File: config.mk
export PLATFORM = sky130hd
export DESIGN_NAME = ifetch_ctrl_flat
export DESIGN_NICKNAME = d
export VERILOG_FILES = /design/src/rtl/ifetch_ctrl_pkg.sv /design/src/rtl/ifetch_ctrl_if.sv /design/src/rtl/ifetch_ctrl_ifid_reg.sv /design/src/rtl/ifetch_ctrl.sv /design/src/flat_wrapper.sv
export SDC_FILE = /design/constraint.sdc
export NUM_CORES = 1
export LEC_CHECK = 0
export ABC_CLOCK_PERIOD_IN_PS = 2400
export BUFFER_PORTS_ARGS = -buffer_cell sky130_fd_sc_hd__buf_2
export CAP_MARGIN = 15
export CORE_ASPECT_RATIO = 0.75
export CORE_MARGIN = 1.5
export CORE_UTILIZATION = 36
export CTS_BUF_LIST = sky130_fd_sc_hd__clkbuf_4 sky130_fd_sc_hd__clkbuf_8
export DETAILED_ROUTE_END_ITERATION = 12
export GPL_TIMING_DRIVEN = 0
export PLACE_DENSITY = 0.62
export SLEW_MARGIN = 20
export SYNTH_ARGS = -nofsm -noshare
export SYNTH_HDL_FRONTEND = slang
export SYNTH_SLANG_ARGS = --single-unit
File: constraint.sdc
create_clock -name clk -period 2.4 [get_ports clk]
set_clock_uncertainty 0.05 [all_clocks]
set_input_delay 0.48 -clock clk [delete_from_list [all_inputs] [get_ports clk]]
set_output_delay 0.48 -clock clk [all_outputs]
set_load 0.02 [all_outputs]
File: src/rtl/ifetch_ctrl_pkg.sv
// Shared definitions for the instruction-fetch sequencer: state codes,
// default widths and word-alignment helpers.
package ifetch_ctrl_pkg;

    localparam int unsigned PC_W_DEFAULT = 32;

    typedef logic [1:0] fetch_state_t;

    localparam fetch_state_t ST_IDLE = 2'd0;
    localparam fetch_state_t ST_RUN  = 2'd1;
    localparam fetch_state_t ST_HALT = 2'd2;

    localparam logic [31:0] NOP_INSTR       = 32'h0000_0000;
    localparam logic [1:0]  WORD_ALIGN_MASK = 2'b11;

    // True when the two low address bits describe a word-aligned byte address.
    function automatic logic word_aligned(input logic [1:0] low_bits);
        return (low_bits & WORD_ALIGN_MASK) == 2'b00;
    endfunction

endpackage

File: src/rtl/ifetch_ctrl_if.sv
// Fetch-side bus: instruction-memory read port, downstream pipeline
// control (stall/flush/redirect) and the IF/ID register outputs.
interface ifetch_ctrl_if
    import ifetch_ctrl_pkg::*;
#(
    parameter int unsigned PC_W = PC_W_DEFAULT
);

    logic            stall;
    logic            flush;
    logic            redirect_valid;
    logic [PC_W-1:0] redirect_pc;
    logic [PC_W-1:0] imem_pc;
    logic [31:0]     imem_instruction;
    logic [PC_W-1:0] ifid_pc;
    logic [PC_W-1:0] ifid_pc4;
    logic [31:0]     ifid_instr;
    logic            ifid_valid;

    modport master (
        input  stall, flush, redirect_valid, redirect_pc, imem_instruction,
        output imem_pc, ifid_pc, ifid_pc4, ifid_instr, ifid_valid
    );

    modport slave (
        output stall, flush, redirect_valid, redirect_pc, imem_instruction,
        input  imem_pc, ifid_pc, ifid_pc4, ifid_instr, ifid_valid
    );

endinterface

File: src/rtl/ifetch_ctrl_ifid_reg.sv
// IF/ID pipeline register: load captures a valid entry, clear drops
// validity while keeping the payload, otherwise contents are held.
module ifetch_ctrl_ifid_reg #(
    parameter int unsigned DATA_W = 96
) (
    input  logic              clk,
    input  logic              reset,
    input  logic              load,
    input  logic              clear,
    input  logic [DATA_W-1:0] d,
    output logic [DATA_W-1:0] q,
    output logic              valid
);

    // Payload and valid bit; load takes priority over clear.
    always_ff @(posedge clk) begin
        if (reset) begin
            q     <= '0;
            valid <= 1'b0;
        end else if (load) begin
            q     <= d;
            valid <= 1'b1;
        end else if (clear) begin
            valid <= 1'b0;
        end
    end

endmodule

File: src/rtl/ifetch_ctrl.sv
// Instruction-fetch sequencer: PC register, IDLE/RUN/HALT control,
// redirect/stall/flush handling, end-of-program and illegal-target detection.
module ifetch_ctrl
    import ifetch_ctrl_pkg::*;
#(
    parameter int unsigned     PC_W       = PC_W_DEFAULT,
    parameter logic [PC_W-1:0] RESET_PC   = '0,
    parameter int unsigned     IMEM_WORDS = 64
) (
    input  logic                clk,
    input  logic                reset,
    input  logic                start,
    ifetch_ctrl_if.master       bus,
    output logic [31:0]         fetch_count,
    output logic                halted,
    output logic                fault,
    output logic [1:0]          state
);

    localparam logic [PC_W+1:0] PC_LIMIT = (PC_W+2)'(4 * IMEM_WORDS);
    localparam logic [PC_W-1:0] LAST_PC  = PC_W'(4 * IMEM_WORDS - 4);
    localparam int unsigned     IFID_W   = 2 * PC_W + 32;

    fetch_state_t    state_q;
    fetch_state_t    state_next;
    logic [PC_W-1:0] pc;
    logic [PC_W-1:0] pc_next;
    logic [PC_W-1:0] pc_plus4;
    logic [31:0]     count_next;
    logic            fault_next;
    logic            redirect_bad;
    logic            ifid_load;
    logic            ifid_clear;
    logic [IFID_W-1:0] ifid_d;
    logic [IFID_W-1:0] ifid_q;

    assign pc_plus4 = pc + PC_W'(4);
    assign ifid_d   = {pc, pc_plus4, bus.imem_instruction};

    // Next-state, PC and IF/ID control; redirect > flush > stall > normal fetch.
    always_comb begin
        redirect_bad = !word_aligned(bus.redirect_pc[1:0])
                       || ({2'b00, bus.redirect_pc} >= PC_LIMIT);
        state_next   = state_q;
        pc_next      = pc;
        count_next   = fetch_count;
        fault_next   = fault;
        ifid_load    = 1'b0;
        ifid_clear   = 1'b0;
        case (state_q)
            ST_IDLE: begin
                ifid_clear = 1'b1;
                if (start) state_next = ST_RUN;
            end
            ST_RUN: begin
                if (bus.redirect_valid) begin
                    ifid_clear = 1'b1;
                    if (redirect_bad) begin
                        fault_next = 1'b1;
                        state_next = ST_HALT;
                    end else begin
                        pc_next = bus.redirect_pc;
                    end
                end else if (bus.flush) begin
                    ifid_clear = 1'b1;
                end else if (!bus.stall) begin
                    ifid_load  = 1'b1;
                    count_next = fetch_count + 32'd1;
                    if (pc == LAST_PC) state_next = ST_HALT;
                    else               pc_next    = pc_plus4;
                end
            end
            ST_HALT: begin
                // The final captured instruction stays visible only while stalled.
                if (!bus.stall || bus.flush) ifid_clear = 1'b1;
            end
            default: begin
                state_next = ST_IDLE;
                ifid_clear = 1'b1;
            end
        endcase
    end

    // Sequencer state registers.
    always_ff @(posedge clk) begin
        if (reset) begin
            state_q     <= ST_IDLE;
            pc          <= RESET_PC;
            fetch_count <= '0;
            fault       <= 1'b0;
        end else begin
            state_q     <= state_next;
            pc          <= pc_next;
            fetch_count <= count_next;
            fault       <= fault_next;
        end
    end

    ifetch_ctrl_ifid_reg #(
        .DATA_W(IFID_W)
    ) u_ifid_reg (
        .clk   (clk),
        .reset (reset),
        .load  (ifid_load),
        .clear (ifid_clear),
        .d     (ifid_d),
        .q     (ifid_q),
        .valid (bus.ifid_valid)
    );

    assign {bus.ifid_pc, bus.ifid_pc4, bus.ifid_instr} = ifid_q;
    assign bus.imem_pc = pc;
    assign halted      = (state_q == ST_HALT);
    assign state       = state_q;

endmodule

File: src/flat_wrapper.sv
// flat-port wrapper written by rule: the top's interface ports become plain ports
module ifetch_ctrl_flat import ifetch_ctrl_pkg::*;
#(
    parameter int unsigned     PC_W       = PC_W_DEFAULT,
    parameter logic [PC_W-1:0] RESET_PC   = '0,
    parameter int unsigned     IMEM_WORDS = 64
)
  (clk, reset, start, fetch_count, halted, fault, state, bus_stall, bus_flush, bus_redirect_valid, bus_redirect_pc, bus_imem_instruction, bus_imem_pc, bus_ifid_pc, bus_ifid_pc4, bus_ifid_instr, bus_ifid_valid);
  ifetch_ctrl_if #(.PC_W(PC_W)) bus_i ();
  input  logic clk;
  input  logic reset;
  input  logic start;
  output logic [31:0] fetch_count;
  output logic halted;
  output logic fault;
  output logic [1:0] state;
  input wire logic [$bits(bus_i.stall)-1:0] bus_stall;
  input wire logic [$bits(bus_i.flush)-1:0] bus_flush;
  input wire logic [$bits(bus_i.redirect_valid)-1:0] bus_redirect_valid;
  input wire logic [$bits(bus_i.redirect_pc)-1:0] bus_redirect_pc;
  input wire logic [$bits(bus_i.imem_instruction)-1:0] bus_imem_instruction;
  output wire logic [$bits(bus_i.imem_pc)-1:0] bus_imem_pc;
  output wire logic [$bits(bus_i.ifid_pc)-1:0] bus_ifid_pc;
  output wire logic [$bits(bus_i.ifid_pc4)-1:0] bus_ifid_pc4;
  output wire logic [$bits(bus_i.ifid_instr)-1:0] bus_ifid_instr;
  output wire logic [$bits(bus_i.ifid_valid)-1:0] bus_ifid_valid;
  assign bus_i.stall = bus_stall;
  assign bus_i.flush = bus_flush;
  assign bus_i.redirect_valid = bus_redirect_valid;
  assign bus_i.redirect_pc = bus_redirect_pc;
  assign bus_i.imem_instruction = bus_imem_instruction;
  assign bus_imem_pc = bus_i.imem_pc;
  assign bus_ifid_pc = bus_i.ifid_pc;
  assign bus_ifid_pc4 = bus_i.ifid_pc4;
  assign bus_ifid_instr = bus_i.ifid_instr;
  assign bus_ifid_valid = bus_i.ifid_valid;
  ifetch_ctrl #(.PC_W(PC_W), .RESET_PC(RESET_PC), .IMEM_WORDS(IMEM_WORDS)) u_core (.clk(clk), .reset(reset), .start(start), .bus(bus_i), .fetch_count(fetch_count), .halted(halted), .fault(fault), .state(state));
endmodule
==> summary.md, run 1 <==
| Metric | Value |
|---|---|
| Core area | 19400 µm² |
| DR vias/cell | 5.15 |
| Worst vdd ir | 0.000310 V |
| Synth Flop Type | dfxtp_1 |
| Dominant cell by count in the synthesized netlist | nand2_1 |
| Element type at the critical path end | flop |
| Initial drt markers | 562 |
| Fillers | 1952 |
| Number of remaining DRC errors | 0 |
| GRT Util Overall | 22.9% |
| CTS tree | done |
| Fin crit share | 97.3% |
| Crit path launch type | flop |
| Total Wirelength | 23.9 mm |
| Largest net degree at the start of global routing | 17 |
| Yosys top cell area share | 45.4% |
| Post-synth net total | 947 |
| Max cap viols | 0 |
| First-pass GRT wire length | 37.5 mm |
| Worst Setup Slack, final | 63.9 ps |
| Share of post-route cells with drive strength above 1 | 31.2% |
| Clock root buffer | clkbuf_8 |
| Final core occ | 48.6% |
| Die Span X | 166 µm |
| DIE AREA | 20700 µm² |
| DRT Pass-1 Iters | 5 |
| Tightest Pin Transition | 708 ps |
| Cts hold-fix bufs | 0 |
| Wirelength per Cell | 17.0 µm |
| Leak | 3.94 nW |
| Netlist cell types | 58 |
| Leading cell types by count after synthesis | nand2_1 (179), dfxtp_1 (162), a21oi_1 (98) |
| Routability cong. | 0.912 |
| Cell taking the most area after synthesis | dfxtp_1 |
| CP Data Arrival Time | 2650 ps |
| Crit-path cells | ha_4, nand3_4, or4_4, o41ai_4, buf_4, a21o_1, o311ai_4, a221oi_2 |
| Clk buf depth | 2 |
| Post-synthesis register bit count | 162 |
| CP bufs+invs | 1 |
| Die Y-Extent | 125 µm |
| Tightest Hold Check Type | input pin to flop |
| Hold Violations, Final | 0 |
| Mean Syn Cell Area | 8.21 µm² |
| Metal3 WL | 1.90 mm |
| H-Tree Depth | 4 |
| Max Used Layer | met4 |
| Setup violators final | 0 |
| Ant. Diodes | 0 |
| EDFF count, synth | 0 |
| Ys async rst share | 0% |
| Slew headroom | 52.8% |
| CP Class | flop to flop |
| Synthesis Warnings | 0 |
| Delay-heaviest family, CP | compound AO/OA/AOI/OAI gates |
| Finished Layout Cells | 1409 |
| # IOs | 235 |
| Post-DP HPWL | 17.3 mm |
| Area grow syn2layout | 31.8% |
| M1 WL | 11.6 mm |
| Critical path required time | 2710 ps |
| Nets@finish | 1219 |
| Mapped Area | 7150 µm² |
| Top cells by area, synth | dfxtp_1 (45%), nand2_1 (9.4%), a21oi_1 (6.9%), nor2_1 (4.5%), xor2_1 (3.6%) |
| Pre-CTS setup slack | -712 ps |
| Site row count | 44 |
| Initial Util | 36.9% |
| CP max stage delay | 470 ps |
| Number of global-route vias before repair | 6757 |
| Initial antenna violation count | 0 |
| Worst Path Max Fanout | 4 |
| Post-Place Cells | 1357 |
| Clock latency at the later pin of the worst-skew pair | 470 ps |
| PwrDens | 613 nW/µm² |
| WL met2 | 10.0 mm |
| Clock transition at path regs | 90 ps |
| Fin. max-slew vios | 0 |
| GRT overflow | 0 |
| Power Total | 0.00578 W |
| Status | completed |
| Via count | 7252 |
| Total CTS buffers | 17 |
| Post-DRT Antenna Nets | 0 |
| CP max stage cell | or4_4 |
| Syn Inst Count | 871 |
| Number of buffers added on ports | 233 |
| Min cycle time layout | 2340 ps |
| Clk sinks | 162 |
| Fmax | 0.428 GHz |
| Register area share after synthesis | 45.4% |
| WHS | 198 ps |
final cells by class:
class                      instances  area [µm²]  area share, %
buffer                            65         417           4.42
clock buffer                      17         234           2.48
clock inverter                    15         181           1.93
inverter                          13        48.8          0.518
multi-input combinational        625        3580           38.0
sequential                       162        3260           34.6
tap                              253         317           3.36
timing repair buffer             259        1380           14.7
logic make-up after synthesis:
group           synth area share (%)
compound gates                  14.8
buf+inv                         6.27
simple gates                    25.0
xor+xnor                        6.98
flops                           45.4
fa+ha+maj                       1.05
mux                            0.560
final timing paths:
kind	startpoint	end	slack (ps)	depth (start not counted)
worst max register to register	u_core.bus.imem_pc[3]$_SDFFE_PP0P_	u_core.state[1]$_SDFFE_PP0P_	60	8
worst max-delay path	u_core.bus.imem_pc[3]$_SDFFE_PP0P_	u_core.state[1]$_SDFFE_PP0P_	60	8
worst min-delay path	bus_imem_instruction[25]	u_core.u_ifid_reg.q[25]$_SDFFE_PP0P_	200	3
worst min register to register	u_core.u_ifid_reg.q[29]$_SDFFE_PP0P_	u_core.u_ifid_reg.q[29]$_SDFFE_PP0P_	400	2
per-stage QoR:
step,area (µm²),TNS (ps)
floorplan,7150,0
global placement,8630,-50380
detailed placement,8630,-50310
CTS,9230,-9.34
global route,9420,-73.0
finish,9420,0
routing by layer:
metal,global-route usage [%],vias up
met4,6.94,0
li1,-,3541
met5,0,-
met1,32.9,3373
met2,33.7,308
met3,5.54,30
worst min-delay path, cell delays in order:
cell and delay, ps:
buf_2 90, nand2_1 40, a21oi_1 50
report_power, final:
part / internal [W] / switching, W / total [W]
logic: 0.000308 / 0.000511 / 0.000819
registers: 0.00276 / 0.0000527 / 0.00281
clock network: 0.00104 / 0.00111 / 0.00215
state kept, by name, summed over array words and instances, names as in the netlist:
signal,flops
u_core.u_ifid_reg.q,94
u_core.state,2
u_core.u_ifid_reg.valid,1
u_core.fault,1
u_core.fetch_count,32
u_core.bus.imem_pc,32
placed cells by master, fill, tap and decap left out, drive strengths merged, types with 5 or more instances in the layout:
cell type  instances
a211oi            22
a21oi             98
and2               6
and3               7
and4              11
buf              278
clkbuf            63
clkinvlp           5
dfxtp            162
ha                 6
inv               18
nand2            180
nand3             20
nand4             21
nor2              87
nor3              11
nor4              13
o21ai             29
o31ai              9
or3                9
or4                6
xnor2             28
xor2              29
timing repair:
item	CTS	global route
gates resized for setup	19	43
buffers inserted	15	10
cloned	0	1
setup endpoints to repair	144	94
pin swaps	8	11
Power figures use the tool's default switching activity.
==> run 2, diff against run 1 <==
- CORE_UTILIZATION: 36 -> 30
- PLACE_DENSITY: 0.62 -> 0.54
==> run 2 against run 1 <==
  * Design area grew 1.2%
  * Via count down 0.74%
  * Combinational power down 6.5%
  * Maximum frequency fell by 1.8%
  * Total power rose by 4.4%
  * Critical endpoint is now u_core.bus.imem_pc[18]$_SDFFE_PP0P_
  * Highest routed layer unchanged
==> summary.md, run 2 (same netlist as run 1, synthesis figures left out) <==
| Metric | Value |
|---|---|
| Area grow syn2layout | 33.4% |
| Clock transition at path regs | 90 ps |
| Largest Register | u_core.u_ifid_reg.q |
| Max cap viols | 0 |
| DR vias/cell | 4.93 |
| Number of flip-flops in the largest register | 94 |
| Post-DP HPWL | 18.3 mm |
| Power Total | 0.00604 W |
| Number of remaining DRC errors | 0 |
| Worst Setup Slack, final | 21.7 ps |
| Total Wirelength | 25.1 mm |
| Clk buf depth | 2 |
| Leak | 3.96 nW |
| Nets@finish | 1223 |
| Commonest non-fill, non-tap cells in the layout | buf_2 (237), nand2_1 (179), dfxtp_1 (157) |
| # IOs | 235 |
| Site row count | 48 |
| CTS tree | done |
| Die Span X | 181 µm |
| Post-DRT Antenna Nets | 0 |
| Ant. Diodes | 0 |
| Crit path launch type | flop |
| GRT overflow | 0 |
| Cts hold-fix bufs | 0 |
| Final Instance Area | 9540 µm² |
| Worst Path Max Fanout | 10 |
| RR Startpoint | u_core.bus.imem_pc[20]$_SDFFE_PP0P_ |
| Sw Pwr | 0.00161 W |
| DIE AREA | 24800 µm² |
| Element type at the critical path end | flop |
| Clock latency at the later pin of the worst-skew pair | 450 ps |
| Internal | 0.00442 W |
| H-Tree Depth | 4 |
| Core area | 23200 µm² |
| Tightest Pin Transition | 745 ps |
| Status | completed |
| GRT Util Overall | 19.6% |
| Via count | 7198 |
| Wirelength per Cell | 17.2 µm |
| Routability cong. | 0.864 |
| Critical Path Source | u_core.bus.imem_pc[20]$_SDFFE_PP0P_ |
| Fmax | 0.420 GHz |
| Flop pwr share | 46.5% |
| Initial Util | 30.8% |
| Slew headroom | 50.3% |
| Switch share | 26.7% |
| Worst vdd ir | 0.000325 V |
| CP max stage delay | 430 ps |
| Worst Setup EP | u_core.bus.imem_pc[18]$_SDFFE_PP0P_ |
| R2R cell count | 9 |
| Fin. max-slew vios | 0 |
| Commonest non-fill, non-tap cell in the layout | buf_2 |
| Crit-path cells | clkbuf_1, nor4_2, nand2_1, o41ai_4, or2_4, buf_6, buf_8, nor2_1, nor3_2 |
| Clock Power Share | 40.8% |
| Multi-input logic area | 3580 µm² |
| Number of global-route vias before repair | 6504 |
| Critical path required time | 2720 ps |
| Pre-CTS setup slack | -786 ps |
| RSZ-0062 raised after global routing | true |
| Reg area | 3250 µm² |
| CP max stage cell | nor4_2 |
| Clock root buffer | clkbuf_8 |
| Worst R2R End | u_core.bus.imem_pc[18]$_SDFFE_PP0P_ |
| Initial drt markers | 478 |
| Total negative slack | 0 ps |
| Fin crit share | 99.1% |
| Die Y-Extent | 137 µm |
| First-pass GRT wire length | 37.5 mm |
| Gate power share | 12.7% |
| Worst reg2reg setup slack | 20 ps |
| Initial antenna violation count | 0 |
| DRT Pass-1 Iters | 5 |
| Hold Violations, Final | 0 |
| Number of buffers added on ports | 233 |
| CP Class | flop to flop |
| Share of post-route cells with drive strength above 1 | 31.0% |
| Fillers | 2441 |
| PwrDens | 633 nW/µm² |
| CP Data Arrival Time | 2700 ps |
| Setup violators final | 0 |
| Largest net degree at the start of global routing | 18 |
| Min cycle time layout | 2380 ps |
| Dpl cell area | 8690 µm² |
| Tightest Hold Check Type | input pin to flop |
| Clk sinks | 162 |
| Total CTS buffers | 17 |
run 2: power groups by stage:
stage	Combinational [W]	Sequential [W]	Clock, W
6_report	0.000766	0.00281	0.00246
3_5_place_dp	0.000718	0.00287	0
4_1_cts	0.000751	0.00280	0.00252
5_1_grt	0.000839	0.00282	0.00262
3_3_place_gp	0.000712	0.00287	0
2_1_floorplan	0.000353	0.00295	0
run 2: how the worst min path moves through the flow:
| stage | start | to | slack [ps] | cells past startpoint |
|---|---|---|---|---|
| after floorplan | u_core.bus.imem_pc[0]$_SDFFE_PP0P_ | u_core.bus.imem_pc[0]$_SDFFE_PP0P_ | 390 | 2 |
| after global placement | u_core.u_ifid_reg.q[26]$_SDFFE_PP0P_ | u_core.u_ifid_reg.q[26]$_SDFFE_PP0P_ | 390 | 2 |
| after detailed placement | u_core.u_ifid_reg.q[29]$_SDFFE_PP0P_ | u_core.u_ifid_reg.q[29]$_SDFFE_PP0P_ | 390 | 2 |
| after CTS | bus_imem_instruction[30] | u_core.u_ifid_reg.q[30]$_SDFFE_PP0P_ | 180 | 3 |
| after global routing | bus_imem_instruction[22] | u_core.u_ifid_reg.q[22]$_SDFFE_PP0P_ | 180 | 3 |
| final | bus_imem_instruction[30] | u_core.u_ifid_reg.q[30]$_SDFFE_PP0P_ | 210 | 3 |
run 2: per-layer routing:
layer	part of all wire [%]	track usage (%)	wire, µm
met1	50	29.0	12600
met2	42	28.7	10600
met3	6.6	4.58	1650
met4	0.82	4.44	207
met5	0	0	0
run 2: what timing repair did:
item | 4_1_cts | 5_1_grt
setup buffers | 13 | 13
gates resized for setup | 18 | 30
endpoints found under the setup margin | 145 | 85
pin swaps | 6 | 6
run 2: through the flow:
step                      hold slack (ps)  utilization, %  instances
after floorplan                       385               -        871
after global placement                389            37.5       1404
after detailed placement              395            37.5       1404
after CTS                             177            40.3       1448
after global routing                  181            41.1       1460
final                                 209            41.1       1460
run 2: layout make-up:
cell class,instances,area share (%)
inverters,13,0.512
multi-input cells,625,37.5
flip-flops and latches,162,34.1
clock buffers,20,2.69
well taps,300,3.94
clock inverters,12,2.41
plain buffers,69,4.43
repair buffers,259,14.4
run 2: critical path, delay by kind of cell, from the launching register on:
family                 cells  cell delay [ps]
AND/OR/NAND/NOR            5             1030
buffers and inverters      3              520
AO/OA/AOI/OAI              1              380
flip-flops                 1              320
==> run 3, diff against run 2 <==
- SYNTH_HIERARCHICAL: default -> 1
==> run 3 against run 2 <==
  * The flow now finishes with violations (setup timing)
  * Synthesized cell count shrank 7.2%
  * Clock power shrank 15%
  * Via count shrank 6.3%
  * Area after synthesis grew 2.2%
  * Non-clock buffer count shrank 34
  * Die area grew 2.1%
  * Critical path depth is the same
  * Global-route usage shrank 0.65 points
  * Combinational power shrank 48%
  * Total power shrank 13%
  * Sequential power shrank 2%
  * Critical path type is now input pin to flop
==> summary.md, run 3 <==
| Metric | Value |
|---|---|
| Status | finished, violations left |
| Failing checks | setup timing |
| Core area | 23900 µm² |
| Fin. max-slew vios | 0 |
| GRT Util Overall | 19.0% |
| DR vias/cell | 4.84 |
| Yosys top cell area share | 45.0% |
| Post-synth net total | 883 |
| Die Span X | 183 µm |
| Die Y-Extent | 138 µm |
| Number of buffers added on ports | 233 |
| Min cycle time layout | 2420 ps |
| Area grow syn2layout | 30.7% |
| Initial drt markers | 441 |
| CP Class | input pin to flop |
| Largest net degree at the start of global routing | 17 |
| CP Data Arrival Time | 2740 ps |
| Worst reg2reg setup slack | 40 ps |
| Tightest Pin Transition | 714 ps |
| Post-DRT Antenna Nets | 0 |
| H-Tree Depth | 4 |
| Multi-input logic area | 3830 µm² |
| Syn Inst Count | 808 |
| Commonest non-fill, non-tap cell in the layout | buf_2 |
| Site row count | 49 |
| Post-synthesis register bit count | 164 |
| Fillers | 2505 |
| M1 WL | 12.1 mm |
| Crit path launch type | input pin |
| Final Instance Area | 9540 µm² |
| Reg area | 3290 µm² |
| Clock transition at path regs | 100 ps |
| Worst vdd ir | 0.000302 V |
| Fmax | 0.414 GHz |
| DRT Pass-1 Iters | 5 |
| GRT overflow | 0 |
| Clk buf depth | 2 |
| CTS tree | done |
| Register area share after synthesis | 45.0% |
| Max Used Layer | met4 |
| Dpl cell area | 8860 µm² |
| Top cells by area, synth | dfxtp_1 (45%), mux2i_1 (13%), nor2_1 (7.8%), xor2_1 (4.2%), xnor2_1 (2.8%) |
| Cell taking the most area after synthesis | dfxtp_1 |
| Setup violators final | 1 |
| Initial antenna violation count | 1 |
| Final core occ | 39.9% |
| Number of global-route vias before repair | 6296 |
| Netlist cell types | 49 |
| Clock root buffer | clkbuf_8 |
| Largest Register | u_core/u_ifid_reg/q |
| Initial Util | 30.5% |
| DIE AREA | 25300 µm² |
| PwrDens | 551 nW/µm² |
| Dominant cell by count in the synthesized netlist | dfxtp_1 |
| Total negative slack | -15.8 ps |
| Nets@finish | 1147 |
| Ys async rst share | 0% |
| # IOs | 235 |
| Mapped Area | 7300 µm² |
| Clk sinks | 164 |
| Critical path required time | 2730 ps |
| EDFF count, synth | 0 |
| Element type at the critical path end | flop |
| First-pass GRT wire length | 36.7 mm |
| Hold Violations, Final | 0 |
| Post-DP HPWL | 17.8 mm |
| Clock latency at the later pin of the worst-skew pair | 470 ps |
| Worst Path Max Fanout | 10 |
| Pre-CTS setup slack | -1050 ps |
| Wirelength per Cell | 17.3 µm |
| Number of remaining DRC errors | 0 |
| Post-Place Cells | 1347 |
| Finished Layout Cells | 1392 |
| Via count | 6742 |
| Number of flip-flops in the largest register | 96 |
| Fin crit share | 101% |
| Total CTS buffers | 17 |
| Max cap viols | 0 |
| Leading cell types by count after synthesis | dfxtp_1 (164), nor2_1 (151), mux2i_1 (97) |
| Tightest Hold Check Type | input pin to flop |
| Slew headroom | 52.4% |
| Worst Setup Slack, final | -15.8 ps |
| Share of post-route cells with drive strength above 1 | 31.0% |
| Synth Flop Type | dfxtp_1 |
| Commonest non-fill, non-tap cells in the layout | buf_2 (239), dfxtp_1 (157), nor2_1 (151) |
| Routability cong. | 0.825 |
| WL met2 | 10.3 mm |
| Mean Syn Cell Area | 9.04 µm² |
| Synthesis Warnings | 6 |
| Total Wirelength | 24.1 mm |
| Leak | 4.21 nW |
| Metal3 WL | 1.35 mm |
## run 3: cells by family after synthesis
kind of cell               Yosys count  synth area share, %
and+or+nand+nor                    327                 21.5
DFF                                164                 45.0
muxes                               97                 13.3
AOI/OAI and AO/OA                   95                 7.97
buffers and inverters               62                 4.51
xor gates and xnor gates            58                 6.96
adders and majority gates            5                0.857
## run 3: cell type report
class	instances	area share (%)
Antenna cell	1	0.0262
Buffer	48	3.36
Clock buffer	19	2.68
Clock inverter	13	1.56
Inverter	13	0.511
Multi-Input combinational cell	582	40.1
Sequential cell	164	34.5
Tap cell	306	4.01
Timing Repair Buffer	246	13.2
## run 3: timing repair
item / 4_1_cts / 5_1_grt
endpoints found under the setup margin: 108 / 92
gates cloned: 0 / 2
setup buffers: 3 / 8
gates resized for setup: 28 / 29
hold buffers: 0 / 0
pin swaps: 3 / 4
## run 3: power breakdown
group          switching (W)  internal (W)  total, W
clock                0.00111      0.000980   0.00209
combinational       0.000246      0.000155  0.000401
sequential         0.0000242       0.00274   0.00276
## run 3: layer usage
metal,global-route usage (%),vias to the layer above
li1,-,3322
met3,4.43,17
met5,0,-
met2,28.2,206
met1,27.4,3197
met4,5.18,0
## run 3: final timing paths
path / start / endpoint / depth (start not counted)
min reg2reg: u_core/fault$_SDFFE_PP0P_ / u_core/fault$_SDFFE_PP0P_ / 1
min: bus_imem_instruction[11] / u_core/u_ifid_reg/q[11]$_SDFFE_PP0P_ / 3
max: bus_redirect_pc[16] / u_core/bus.imem_pc[16]$_SDFFE_PP0P_ / 9
max reg2reg: u_core/bus.imem_pc[16]$_SDFFE_PP0P_ / u_core/bus.imem_pc[16]$_SDFFE_PP0P_ / 9
## run 3: through the flow
step	hold slack [ps]	power [W]
after global routing	163	0.00550
final	194	0.00526
after floorplan	443	0.00303
after global placement	397	0.00320
after detailed placement	406	0.00320
after CTS	158	0.00533
## run 3: worst max-delay path, stage by stage
cell     delay (ps)
buf_2           100
nor4_2          540
nand3_1         330
nor3_4          320
o211a_1         180
buf_2           240
buf_4           250
o21ai_0         120
a21oi_1         170
